File: config.mk
export PLATFORM = sky130hd
export DESIGN_NAME = inst_fetch_unit
export DESIGN_NICKNAME = d
export VERILOG_FILES = /design/src/rtl/inst_fetch_unit_pkg.sv /design/src/rtl/inst_fetch_unit_fetch_out_reg.sv /design/src/rtl/inst_fetch_unit.sv
export SDC_FILE = /design/constraint.sdc
export NUM_CORES = 1
export LEC_CHECK = 0
export CAP_MARGIN = 5
export CORE_MARGIN = 5
export CORE_UTILIZATION = 47
export CTS_BUF_LIST = sky130_fd_sc_hd__clkbuf_8 sky130_fd_sc_hd__clkbuf_16
export CTS_CLUSTER_SIZE = 24
export DETAILED_ROUTE_END_ITERATION = 10
export PLACE_DENSITY = 0.86
export SLEW_MARGIN = 40
export SYNTH_ARGS = -nofsm -noshare
export SYNTH_HDL_FRONTEND = slang
export SYNTH_SLANG_ARGS = --single-unit
File: constraint.sdc
create_clock -name Clock -period 2.3 [get_ports Clock]
set_input_delay 0.345 -clock Clock [delete_from_list [all_inputs] [get_ports Clock]]
set_output_delay 0.345 -clock Clock [all_outputs]
set_load 0.05 [all_outputs]
File: src/rtl/inst_fetch_unit_pkg.sv
// inst_fetch_unit_pkg: shared state encoding and constants for the fetch stage.
package inst_fetch_unit_pkg;

    typedef enum logic [1:0] {
        FETCH_IDLE = 2'd0,
        FETCH_WAIT = 2'd1,
        FETCH_DROP = 2'd2
    } fetch_state_e;

    localparam logic [31:0] NOP_INSTR        = 32'h0;
    localparam logic [31:0] DEFAULT_RESET_PC = 32'h0;

endpackage

File: src/rtl/inst_fetch_unit_fetch_out_reg.sv
// fetch_out_reg: single-entry valid/ready holding register for {pc, instr}, cleared by flush.
// FETCH_ALIGN_CHECK_EN adds a misalign flag that travels with the entry.
module fetch_out_reg #(
    parameter int                ADDR_W   = 32,
    parameter int                DATA_W   = 32,
    parameter logic [ADDR_W-1:0] RESET_PC = '0
) (
    input  logic              clk_i,
    input  logic              rst_ni,
    input  logic              flush_i,
    input  logic              load_i,
    input  logic [ADDR_W-1:0] pc_i,
    input  logic [DATA_W-1:0] instr_i,
`ifdef FETCH_ALIGN_CHECK_EN
    input  logic              misalign_i,
    output logic              misalign_o,
`endif
    input  logic              ready_i,
    output logic              valid_o,
    output logic [ADDR_W-1:0] pc_o,
    output logic [DATA_W-1:0] instr_o
);

    logic              valid_q;
    logic [ADDR_W-1:0] pc_q;
    logic [DATA_W-1:0] instr_q;

    always_ff @(posedge clk_i or negedge rst_ni) begin
        if (!rst_ni) begin
            valid_q <= 1'b0;
            pc_q    <= RESET_PC;
            instr_q <= '0;
        end else begin
            valid_q <= !flush_i && (load_i || (valid_q && !ready_i));
            if (load_i && !flush_i) begin
                pc_q    <= pc_i;
                instr_q <= instr_i;
            end
        end
    end

`ifdef FETCH_ALIGN_CHECK_EN
    logic misalign_q;

    // The flag is only ever set together with valid, so it clears on the same handshake.
    always_ff @(posedge clk_i or negedge rst_ni) begin
        if (!rst_ni) misalign_q <= 1'b0;
        else         misalign_q <= !flush_i && (load_i ? misalign_i : misalign_q && !ready_i);
    end

    assign misalign_o = misalign_q;
`endif

    assign valid_o = valid_q;
    assign pc_o    = pc_q;
    assign instr_o = instr_q;

endmodule

File: src/rtl/inst_fetch_unit.sv
// inst_fetch_unit: issues one memory read per PC, captures the word and hands {pc, instr} to decode.
// FETCH_ALIGN_CHECK_EN replaces fetches of unaligned PCs with a flagged NOP (FetchMisalign port).
module inst_fetch_unit
    import inst_fetch_unit_pkg::*;
#(
    parameter int                ADDR_W   = 32,
    parameter int                DATA_W   = 32,
    parameter logic [ADDR_W-1:0] RESET_PC = ADDR_W'(DEFAULT_RESET_PC)
) (
    input  logic              Clock,
    input  logic              NReset,
    input  logic [ADDR_W-1:0] PcAddress,
    output logic              PcStall,
    input  logic              Flush,
    output logic              ReqValid,
    input  logic              ReqReady,
    output logic [ADDR_W-1:0] ReqAddr,
    input  logic              RespValid,
    input  logic [DATA_W-1:0] RespData,
`ifdef FETCH_ALIGN_CHECK_EN
    output logic              FetchMisalign,
`endif
    output logic              OutValid,
    input  logic              OutReady,
    output logic [ADDR_W-1:0] OutPc,
    output logic [DATA_W-1:0] OutInstr
);

    fetch_state_e      state_q, state_d;
    logic [ADDR_W-1:0] saved_pc_q;
    logic              run_q;
    logic              can_issue, misalign, req_fire, mis_load, resp_take;

    // run_q keeps the request channel quiet until the first edge after reset.
    assign can_issue = run_q && state_q == FETCH_IDLE && !Flush && (!OutValid || OutReady);
`ifdef FETCH_ALIGN_CHECK_EN
    assign misalign  = |PcAddress[1:0];
`else
    assign misalign  = 1'b0;
`endif
    assign ReqValid  = can_issue && !misalign;
    assign ReqAddr   = PcAddress & ~ADDR_W'(3);
    assign req_fire  = ReqValid && ReqReady;
    assign mis_load  = can_issue && misalign;
    assign PcStall   = !(req_fire || mis_load);
    assign resp_take = state_q == FETCH_WAIT && RespValid && !Flush;

    always_comb
        state_d = state_q == FETCH_IDLE ? (req_fire ? FETCH_WAIT : FETCH_IDLE)
                : state_q == FETCH_WAIT ? (RespValid ? FETCH_IDLE : Flush ? FETCH_DROP : FETCH_WAIT)
                : (RespValid ? FETCH_IDLE : FETCH_DROP);

    always_ff @(posedge Clock or negedge NReset) begin
        if (!NReset) begin
            state_q    <= FETCH_IDLE;
            saved_pc_q <= RESET_PC;
            run_q      <= 1'b0;
        end else begin
            state_q <= state_d;
            run_q   <= 1'b1;
            if (req_fire) saved_pc_q <= PcAddress;
        end
    end

    fetch_out_reg #(
        .ADDR_W  (ADDR_W),
        .DATA_W  (DATA_W),
        .RESET_PC(RESET_PC)
    ) u_out_reg (
        .clk_i     (Clock),
        .rst_ni    (NReset),
        .flush_i   (Flush),
        .load_i    (resp_take || mis_load),
        .pc_i      (mis_load ? PcAddress : saved_pc_q),
        .instr_i   (mis_load ? DATA_W'(NOP_INSTR) : RespData),
`ifdef FETCH_ALIGN_CHECK_EN
        .misalign_i(mis_load),
        .misalign_o(FetchMisalign),
`endif
        .ready_i   (OutReady),
        .valid_o   (OutValid),
        .pc_o      (OutPc),
        .instr_o   (OutInstr)
    );

endmodule

==> results.json <==
{
  "cell_family_with_most_cp_delay": "buffers and inverters",
  "report.final.slew_viol_count": 0,
  "nNetsFinal": 464,
  "vias_per_cell": 4.813,
  "maximum_number_of_pins_on_one_net_before_global_route_repair": 49,
  "fin_hold_ws_ps": 473.6,
  "initialDrtViolationCount": 59,
  "critical_path_class": "reg2out",
  "yosysMostFrequentCell": "sky130_fd_sc_hd__dfrtp_1",
  "timing.max_cap.violations": 0,
  "cp-startpoint": "u_out_reg.valid_o$_DFF_PN0_",
  "run_status": "complete, no violations",
  "start_util_pct": 48.69,
  "slew_margin_rel_pct": 64.64,
  "crit_fanout": 2,
  "rows": 34,
  "pin_count": 169,
  "number_of_synthesized_flops_with_an_enable_pin": 0,
  "timing.final.crit_share_pct": 82.17,
  "cts_tree": "built",
  "crit_path_max_incr_delay_ps": 820,
  "core-area_mm2": 0.008763,
  "post_cts_resize_count": 0,
  "post_synth_main_area_contributors": "sky130_fd_sc_hd__dfrtp_1 59%, sky130_fd_sc_hd__mux2_4 18%, sky130_fd_sc_hd__mux2_2 12%",
  "number_of_antenna_violations_at_the_first_check_in_global_routing": 0,
  "netlist_instances": 251,
  "fin_skew_ps": 10.87,
  "avgRoutedWirePerCell_um": 17.19,
  "cp_data_arrival_time_ps": 1540,
  "synth-async-reset-ratio_pct": 100.0,
  "n_antenna_cell": 0,
  "cts-buffers-inserted": 9,
  "clock_insertion_delay_worst_skew_ps": 350,
  "syn-cell-area_mm2": 0.004267,
  "slowest_stage": "sky130_fd_sc_hd__clkdlybuf4s50_1",
  "die-height_um": 105.3,
  "grt_setup_unrepaired": "false",
  "route.vias.total": 2440,
  "root_buffer": "sky130_fd_sc_hd__clkbuf_8",
  "postSynthAreaPerCell_um2": 17.00,
  "place.gp.congestion": 0.7489,
  "leakagePower_nw": 2.634,
  "power-per-cell-area_mw_per_mm2": 1223,
  "cts.htree.levels": 3,
  "drt-pass1-iter-count": 4,
  "detailed_place_hpwl_um": 6505,
  "yosys.area.top_type": "sky130_fd_sc_hd__dfrtp_1",
  "grt_use_total_pct": 15.87,
  "portBuffers": 166,
  "floorplan.die_area_mm2": 0.01108,
  "synth_seq_cells": 100,
  "post_cts.repair.setup_buffers": 0,
  "detail-route-antenna-nets": 0,
  "worst_ir_drop_vdd_mv": 0.7329,
  "finalHoldViolations": 0,
  "dieWidth_um": 105.3,
  "clock_path_buffers": 2,
  "unique_cell_type_count_in_the_yosys_netlist": 18,
  "r2r-start": "state_q[1]$_DFF_PN0_",
  "worstHoldPathType": "in2async",
  "drc": 0,
  "yosys_warning_count": 0,
  "finalSetupTns_ps": 0,
  "placedCellCount": 490,
  "clock-sinks": 100,
  "fmax_mhz": 529.1,
  "tightestPinTransition_ps": 528.8,
  "worstSetupEndpointType": "output port",
  "finalPower_w": 0.007237,
  "synth_sequential_area_ratio_pct": 58.65,
  "count_of_buffer_and_inverter_cells_on_the_critical_path": 1,
  "critPathLaunchType": "register",
  "timing.critical_path.cells": "clkdlybuf4s50_1",
  "final.min_clock_period_ps": 1890,
  "synth_top_cell_area_share_pct": 58.65,
  "final_core_utilization_pct": 67.55,
  "report.final.setup_viol": 0,
  "synth.cells.most_frequent": "100 x sky130_fd_sc_hd__dfrtp_1, 51 x sky130_fd_sc_hd__mux2_4, 45 x sky130_fd_sc_hd__mux2_2",
  "clkSlewWorstSetupHoldPaths_ps": 100,
  "flow.area_growth_from_synthesis_pct": 38.74,
  "routed_wirelength_um": 8717,
  "layout-drive-gt1-share_pct": 38.85,
  "finish.cell_count_without_fillers": 507,
  "synthFlopType": "sky130_fd_sc_hd__dfrtp_1",
  "grt_pass1_wl_um": 14170,
  "worst_ep_required_time_ps": 1960,
  "vias_in_the_first_global_route": 2695,
  "fillers": 627,
  "globalRouteOverflowTotal": 0
}
-- stage by stage --
stage / area [um2] / worst slack (ps)
after floorplan: 4270 / 592.7
after global placement: 5698 / 297.6
after detailed placement: 5698 / 264.9
after CTS: 5919 / 372.3
after global routing: 5919 / 330.6
final: 5919 / 410.2
-- cells in the final DEF (no fill, tap or decap), drive strengths merged --
master,n
o21bai,1
dfrtp,100
nor2,2
buf,39
mux2,96
dlygate4sd3,1
a21oi,1
conb,3
nand2,1
o21ai,1
clkdlybuf4s50,133
and3,2
clkbuf,11
nand2b,1
clkinvlp,1
and2b,1
bufinv,1
clkinv,3
nand4,1
-- area by class of cell --
cell class | count | area [um2] | share of cell area, %
clock buffer | 11 | 151.4 | 2.558
sequential | 100 | 2502 | 42.27
multi-input combinational | 110 | 1374 | 23.21
tap | 108 | 135.1 | 2.283
timing repair buffer | 173 | 1697 | 28.66
clock inverter | 5 | 60.06 | 1.015
-- state kept, by name, summed over array words and instances (netlist names) --
| register | flops |
|---|---|
| saved_pc_q | 32 |
| run_q | 1 |
| u_out_reg.pc_o | 32 |
| state_q | 2 |
| u_out_reg.valid_o | 1 |
| u_out_reg.instr_o | 32 |
-- per-layer routing --
metal  share of wire, %  routed length [um]  track usage [%]  up-vias
met5                  0                   0                0        -
met4               0.92                  80            4.110        0
met3                8.2                 714            5.318       10
met2                 50                4334            25.38      106
met1                 41                3588            20.85     1205
li1                   -                   -                -     1119
-- cell families after synthesis --
family	after synthesis	synth area share, %
muxes	96	29.82
buffers and inverters	42	9.238
AOI/OAI and AO/OA	3	0.4104
other	2	0.1760
and+or+nand+nor	8	1.701
DFF	100	58.65
-- report_power, final --
group          leakage (nW)  internal (W)  switching (W)
clock                 0.106      0.000564       0.000574
sequential             1.23       0.00231       0.000302
combinational          1.30       0.00142        0.00206
total                  2.63       0.00430        0.00294
-- path summary, 6_finish.rpt --
kind / to / slack [ps] / cells past startpoint
min in group Clock: saved_pc_q[7]$_DFFE_PN0P_ / 510 / 1
max in group asynchronous: saved_pc_q[20]$_DFFE_PN0P_ / 1180 / 3
hold / removal: u_out_reg.instr_o[13]$_DFFE_PN0P_ / 470 / 2
setup / recovery: OutValid / 410 / 1
setup reg to reg: u_out_reg.instr_o[31]$_DFFE_PN0P_ / 730 / 4
hold reg to reg: saved_pc_q[7]$_DFFE_PN0P_ / 510 / 1
-- worst reg2reg max path: cells and delay by family (launching register included) --
kind / cells / cell delay (ps)
multiplexers: 1 / 400
AND/OR/NAND/NOR: 2 / 390
flip-flops: 1 / 420
buffers and inverters: 1 / 260
-- timing repair --
action,CTS,global route
endpoints found under the hold margin,32,0
hold buffers,1,0
setup endpoints to repair,0,0
No activity file was read; power rests on OpenSTA's default activity.
